==> src/rtl/dds_interp_quarter.sv <==
// DDS phase accumulator with quarter-wave folding into an external sine table and linear interpolation.
// Optional LFSR phase dither before truncation is enabled by defining DDS_PHASE_DITHER_EN.
module dds_interp_quarter #(
  parameter int          PHASE_WIDTH   = 24,
  parameter int          ADDRESS_WIDTH = 10,
  parameter int          INTERP_WIDTH  = 8,
  parameter int          VALUE_WIDTH   = 12,
  parameter int unsigned INITIAL_STEP  = 32'd1,
  parameter int          TABLE_DELAY   = 2
) (
  input  logic                          CLK,
  input  logic                          RESET,
  input  logic                          SET,
  input  logic                          set_mode,
  input  logic [PHASE_WIDTH-1:0]        step_in,
  input  logic [PHASE_WIDTH-1:0]        phase_offset,
  input  logic                          enable,
  output logic [ADDRESS_WIDTH-3:0]      tbl_addr_a,
  output logic [ADDRESS_WIDTH-3:0]      tbl_addr_b,
  input  logic [VALUE_WIDTH-2:0]        tbl_data_a,
  input  logic [VALUE_WIDTH-2:0]        tbl_data_b,
  output logic signed [VALUE_WIDTH-1:0] value,
  output logic                          value_valid,
  output logic                          zero_phase
);

  localparam int KW  = ADDRESS_WIDTH - 2;
  localparam int MW  = VALUE_WIDTH - 1;
  localparam int TW  = PHASE_WIDTH - ADDRESS_WIDTH - INTERP_WIDTH;
  localparam int SBW = INTERP_WIDTH + 5;
  localparam logic [MW-1:0] VMAX = {MW{1'b1}};

  logic [PHASE_WIDTH-1:0] acc_q, acc_d, step_q, step_d, phase_s;

  always_comb begin
    acc_d  = acc_q;
    step_d = step_q;
    if (SET) begin
      step_d = step_in;
      if (set_mode) acc_d = acc_q + step_q;
      else          acc_d = '0;
    end else if (enable) begin
      acc_d = acc_q + step_q;
    end else begin
      acc_d  = acc_q;
      step_d = step_q;
    end
  end

  always_ff @(posedge CLK or negedge RESET) begin
    if (!RESET) begin
      acc_q  <= '0;
      step_q <= PHASE_WIDTH'(INITIAL_STEP);
    end else begin
      acc_q  <= acc_d;
      step_q <= step_d;
    end
  end

`ifdef DDS_PHASE_DITHER_EN
  localparam int DITHER_W = (TW > 16) ? 16 : TW;
  logic [15:0] lfsr_q, lfsr_d;
  logic        unused_lfsr_s;
  assign lfsr_d        = {lfsr_q[14:0], lfsr_q[15] ^ lfsr_q[13] ^ lfsr_q[12] ^ lfsr_q[10]};
  assign unused_lfsr_s = ^lfsr_q;

  always_ff @(posedge CLK or negedge RESET) begin
    if (!RESET) lfsr_q <= 16'hACE1;
    else        lfsr_q <= lfsr_d;
  end

  if (DITHER_W > 0) begin : g_dither
    assign phase_s = acc_q + phase_offset + PHASE_WIDTH'(lfsr_q[DITHER_W-1:0]);
  end else begin : g_no_dither
    assign phase_s = acc_q + phase_offset;
  end
`else
  assign phase_s = acc_q + phase_offset;
`endif

  logic [1:0]              quad_s;
  logic [KW-1:0]           idx_s, k_s;
  logic [INTERP_WIDTH-1:0] f_s, frac_s;

  assign quad_s = phase_s[PHASE_WIDTH-1 -: 2];
  assign idx_s  = phase_s[PHASE_WIDTH-3 -: KW];
  assign f_s    = phase_s[PHASE_WIDTH-ADDRESS_WIDTH-1 -: INTERP_WIDTH];

  if (TW > 0) begin : g_trunc
    logic unused_trunc_s;
    assign unused_trunc_s = ^phase_s[TW-1:0];
  end

  // Odd quadrants run the table backwards; one's complement mirrors both index and fraction.
  always_comb begin
    k_s    = idx_s;
    frac_s = f_s;
    if (quad_s[0]) begin
      k_s    = ~idx_s;
      frac_s = ~f_s;
    end else begin
      k_s    = idx_s;
      frac_s = f_s;
    end
  end

  logic [KW-1:0]  addr_a_q, addr_b_q;
  logic [SBW-1:0] sb1_q;
  logic [SBW-1:0] sb_dly_q [TABLE_DELAY];

  always_ff @(posedge CLK or negedge RESET) begin
    if (!RESET) begin
      addr_a_q <= '0;
      addr_b_q <= '0;
      sb1_q    <= '0;
    end else begin
      addr_a_q <= k_s;
      addr_b_q <= k_s + KW'(1);
      sb1_q    <= {quad_s, frac_s, &k_s, (acc_q == '0), (enable | SET)};
    end
  end

  always_ff @(posedge CLK or negedge RESET) begin
    if (!RESET) begin
      for (int i = 0; i < TABLE_DELAY; i++) sb_dly_q[i] <= '0;
    end else begin
      sb_dly_q[0] <= sb1_q;
      for (int i = 1; i < TABLE_DELAY; i++) sb_dly_q[i] <= sb_dly_q[i-1];
    end
  end

  assign tbl_addr_a = addr_a_q;
  assign tbl_addr_b = addr_b_q;

  logic [SBW-1:0]             sbt_s;
  logic [1:0]                 quad_t_s;
  logic [INTERP_WIDTH-1:0]    frac_t_s;
  logic                       peak_t_s, zero_t_s, valid_t_s;
  logic [MW-1:0]              b_s, diff_s, mag_d;
  logic [MW+INTERP_WIDTH-1:0] prod_s;
  logic                       unused_prod_s;

  assign sbt_s     = sb_dly_q[TABLE_DELAY-1];
  assign quad_t_s  = sbt_s[SBW-1 -: 2];
  assign frac_t_s  = sbt_s[SBW-3 -: INTERP_WIDTH];
  assign peak_t_s  = sbt_s[2];
  assign zero_t_s  = sbt_s[1];
  assign valid_t_s = sbt_s[0];

  // The last entry interpolates toward full scale, which is not stored in the table.
  assign b_s           = peak_t_s ? VMAX : tbl_data_b;
  assign diff_s        = b_s - tbl_data_a;
  assign prod_s        = {{INTERP_WIDTH{1'b0}}, diff_s} * {{MW{1'b0}}, frac_t_s};
  assign mag_d         = tbl_data_a + prod_s[MW+INTERP_WIDTH-1 -: MW];
  assign unused_prod_s = ^prod_s[INTERP_WIDTH-1:0];

  logic [MW-1:0] mag_q;
  logic [1:0]    quad2_q;
  logic          zero2_q, valid2_q;

  always_ff @(posedge CLK or negedge RESET) begin
    if (!RESET) begin
      mag_q    <= '0;
      quad2_q  <= '0;
      zero2_q  <= 1'b0;
      valid2_q <= 1'b0;
    end else begin
      mag_q    <= mag_d;
      quad2_q  <= quad_t_s;
      zero2_q  <= zero_t_s;
      valid2_q <= valid_t_s;
    end
  end

  logic signed [VALUE_WIDTH-1:0] mag_ext_s, value_d, value_q;
  logic                          value_valid_q, zero_phase_q;

  assign mag_ext_s = {1'b0, mag_q};

  always_comb begin
    value_d = mag_ext_s;
    if (quad2_q[1]) value_d = -mag_ext_s;
    else            value_d = mag_ext_s;
  end

  always_ff @(posedge CLK or negedge RESET) begin
    if (!RESET) begin
      value_q       <= '0;
      value_valid_q <= 1'b0;
      zero_phase_q  <= 1'b0;
    end else begin
      value_q       <= value_d;
      value_valid_q <= valid2_q;
      zero_phase_q  <= zero2_q;
    end
  end

  assign value       = value_q;
  assign value_valid = value_valid_q;
  assign zero_phase  = zero_phase_q;

endmodule

==> config.mk <==
export PLATFORM = sky130hd
export DESIGN_NAME = dds_interp_quarter
export DESIGN_NICKNAME = d
export VERILOG_FILES = /design/src/rtl/dds_interp_quarter.sv
export SDC_FILE = /design/constraint.sdc
export NUM_CORES = 1
export LEC_CHECK = 0
export CAP_MARGIN = 20
export CORE_MARGIN = 3
export CORE_UTILIZATION = 50
export DETAILED_ROUTE_END_ITERATION = 16
export PLACE_DENSITY = 0.75
export SLEW_MARGIN = 20
export SYNTH_ARGS = -nofsm -noshare
export SYNTH_HDL_FRONTEND = slang
export SYNTH_SLANG_ARGS = --single-unit
==> constraint.sdc <==
create_clock -name CLK -period 6.9 [get_ports CLK]
set_input_delay 1.38 -clock CLK [delete_from_list [all_inputs] [get_ports CLK]]
set_output_delay 1.38 -clock CLK [all_outputs]
set_load 0.02 [all_outputs]
==> impl_metrics.csv <==
group,metric,value,unit
run,drv_cap,0,
layout,drive_above_1_share,22.87,%
timing,hold_viol,0,
timing,slew_headroom,52.55,%
yosys,yosys.area.top_type,"dfrtp_1",
timing,tns,-3658,ps
yosys,synth.most_common_cell,"dfrtp_1",
layout,nets,1372,
yosys,synth_mux_area_share,2.888,%
place,hpwlAfterDp,16110,um
grt,grt_max_degree,73,
timing,final.min_clock_period,7789,ps
critical_path,cp-end-kind,"register",
yosys,yosys.area.top_type_share,32.60,%
timing,finClkSkew,6.467,ps
grt,grt_overflow,0,
clocking,insertion_delay,420,ps
timing,fin_crit_sh,112.9,%
clocking,hold_buffers,0,
floorplanning,die-area,21210,um^2
grt,gr-usage-all-layers,20.42,%
critical_path,critPathArrivalTime,8130,ps
floorplanning,fp.dieW,145.6,um
yosys,yosysUniqueCellTypes,70,
clocking,cts-root-buf,"clkbuf_16",
yosys,synth-edff-count,0,
critical_path,critPathMaxFanout,4,
layout,seqCellArea,3204,um^2
yosys,synth_ff_type,"dfrtp_1",
timing,setup_ws,-889.3,ps
critical_path,crit_required,7240,ps
route,via_per_inst,5.247,
place,gp_congestion,0.8694,
yosys,synth_top_family_by_area,"adder cells",
clocking,clockBufferDepth,2,
route,vias,7398,
yosys,synth_xor_area_share,8.677,%
grt,antenna_found_initial,0,
layout,area_growth,31.47,%
yosys,synth_area_leaders,"dfrtp_1 33%, ha_1 13%, fa_1 12%, xnor2_1 5.5%, inv_1 4.0%",
floorplanning,ios,105,
timing,slew_violations,0,
timing,max_freq,128.4,MHz
clocking,cts.sinks,128,
yosys,seq_area_frac_synth,32.87,%
critical_path,max_stage_delay,590,ps
yosys,synth.top_cells.by_count,"127 x dfrtp_1, 104 x ha_1, 104 x inv_1",
layout,fillerInstances,1422,
timing,setup_violations,7,
critical_path,crit_top_cell,"fa_1",
place,dp.cells,1357,
yosys,synth_compound_area_share,12.57,%
floorplanning,fp-row-count,50,
place,portBuffers,104,
route,drc_errors,0,
timing,tightestPinTransition,711.8,ps
yosys,syn-num-nets,1176,
critical_path,start_kind,"primary input",
clocking,cts_tree,"done",
grt,grt_pass1_wl,35590,um
yosys,netlist_instances,941,
layout,n_antenna_cell,0,
outcome,violations,"setup timing",
critical_path,regToRegSetupSlack,-420,ps
layout,fin_cells,1410,
yosys,synth_simple_gate_area_share,13.41,%
yosys,synth_warnings,0,
yosys,synth_area,9748,um^2
route,drt_iter0_markers,373,
critical_path,crit_slowest_cell,"fa_1",
grt,grt_pass1_vias,7686,
floorplanning,core,18960,um^2
yosys,synth.avg_cell_area,10.36,um^2
clocking,path_clk_slew,60,ps
route,drt.antenna.violating_nets,0,
yosys,ys_ff_latch,128,
yosys,synth_adder_area_share,24.85,%
floorplanning,start_util,51.43,%
route,dr.pass1.iters,5,
outcome,status,"finished with violations",
min_path,min_path_type,"reg -> reg",
floorplanning,dieHeight,145.6,um
route,drt_wl_total,22170,um
layout,multi_input_area,6513,um^2
critical_path,critPathKind,"in -> reg",
yosys,synthArstFlopShare,100.0,%
route,wire_per_inst,15.73,um
timing,rsz0062_at_grt,"yes",
clocking,h-tree-depth,4,
clocking,cts_buffers,17,
-- state kept, by name, summed over array words and instances, names as in the netlist, 8 cells and up --
register and count:
mag_q 11, step_q 24, tbl_addr_a 8, sb1_q 12
sb_dly_q 12, sbt_s 12, tbl_addr_b 8, acc_q 24
value 12
-- timing repair --
item | CTS | global route
setup buffers | 15 | 6
pin swaps | 88 | 41
gates cloned | 0 | 0
endpoints found under the setup margin | 9 | 8
gates resized for setup | 83 | 27
-- final cells by class --
class	count	area share, %
clock buffers	18	3.427
clock inverters	14	1.591
inverters	104	3.046
multi-input cells	692	50.82
flip-flops and latches	128	25.00
well taps	260	2.538
repair buffers	194	13.58
-- critical path: cells and delay by family --
kind,cells,cell delay (ps)
and+or+nand+nor,7,1260
adders and majority gates,7,2730
xor gates and xnor gates,3,470
AOI/OAI and AO/OA,11,1580
buffers and inverters,6,690
-- path summary, 6_finish.rpt --
kind	startpoint	to	cells after the start
worst min-delay path	zero2_q	zero_phase	0
worst min register to register	zero2_q	zero_phase	0
max in group asynchronous	RESET	acc_q[3]	2
worst max register to register	sbt_s[2]	mag_q[10]	33
min in group asynchronous	RESET	value[2]	1
worst max-delay path	tbl_data_b[1]	mag_q[10]	34
-- logic make-up after synthesis --
family | Yosys count
xor+xnor | 94
fa+ha+maj | 160
buf+inv | 121
compound gates | 170
mux | 25
simple gates | 243
flops | 128
-- placed cells by master, fill, tap and decap left out, drive strengths merged, types with 3 or more instances in the layout --
cell             n
or3              6
o211ai           4
and2            53
buf             96
o21ai           30
and3             6
nand3           10
o22ai            3
a31oi            3
dfrtp          127
a32o             3
a211oi           4
clkinvlp         3
a22o            20
a21oi           45
nor4             7
mux2            25
clkdlybuf4s50   94
o21a             6
dlygate4sd2      4
o21bai           7
xnor2           62
nand2b          13
o31ai            4
bufinv           4
nor2            47
a21o            20
nor2b           20
ha             104
o41ai            4
inv            107
clkinv           4
nand2           49
xor2            32
fa              56
clkbuf          18
a21boi           5
or2             10
nor3            10
-- routing by layer --
| layer | part of all wire [%] | vias up | GRT usage (%) |
|---|---|---|---|
| met2 | 52 | 182 | 36.92 |
| met5 | 0 | - | 0 |
| met1 | 41 | 3594 | 24.66 |
| met3 | 3.8 | 58 | 3.519 |
| met4 | 2.9 | 0 | 6.980 |
| li1 | - | 3564 | - |
-- metrics by stage --
stage	instance area, um^2	hold WS, ps	utilization (%)	setup WS (ps)
6_report	12820	341.9	67.61	-889.3
5_1_grt	12820	353.2	67.61	-1141
4_1_cts	12630	345.4	66.65	-624.3
3_5_place_dp	11630	334.7	61.36	-1585
3_3_place_gp	11630	332.7	61.36	-1387
2_1_floorplan	9817	331.2	-	-798.0
Power is not shown: default switching activity piles up to over one toggle a cycle in this logic, so the estimate is an artifact.
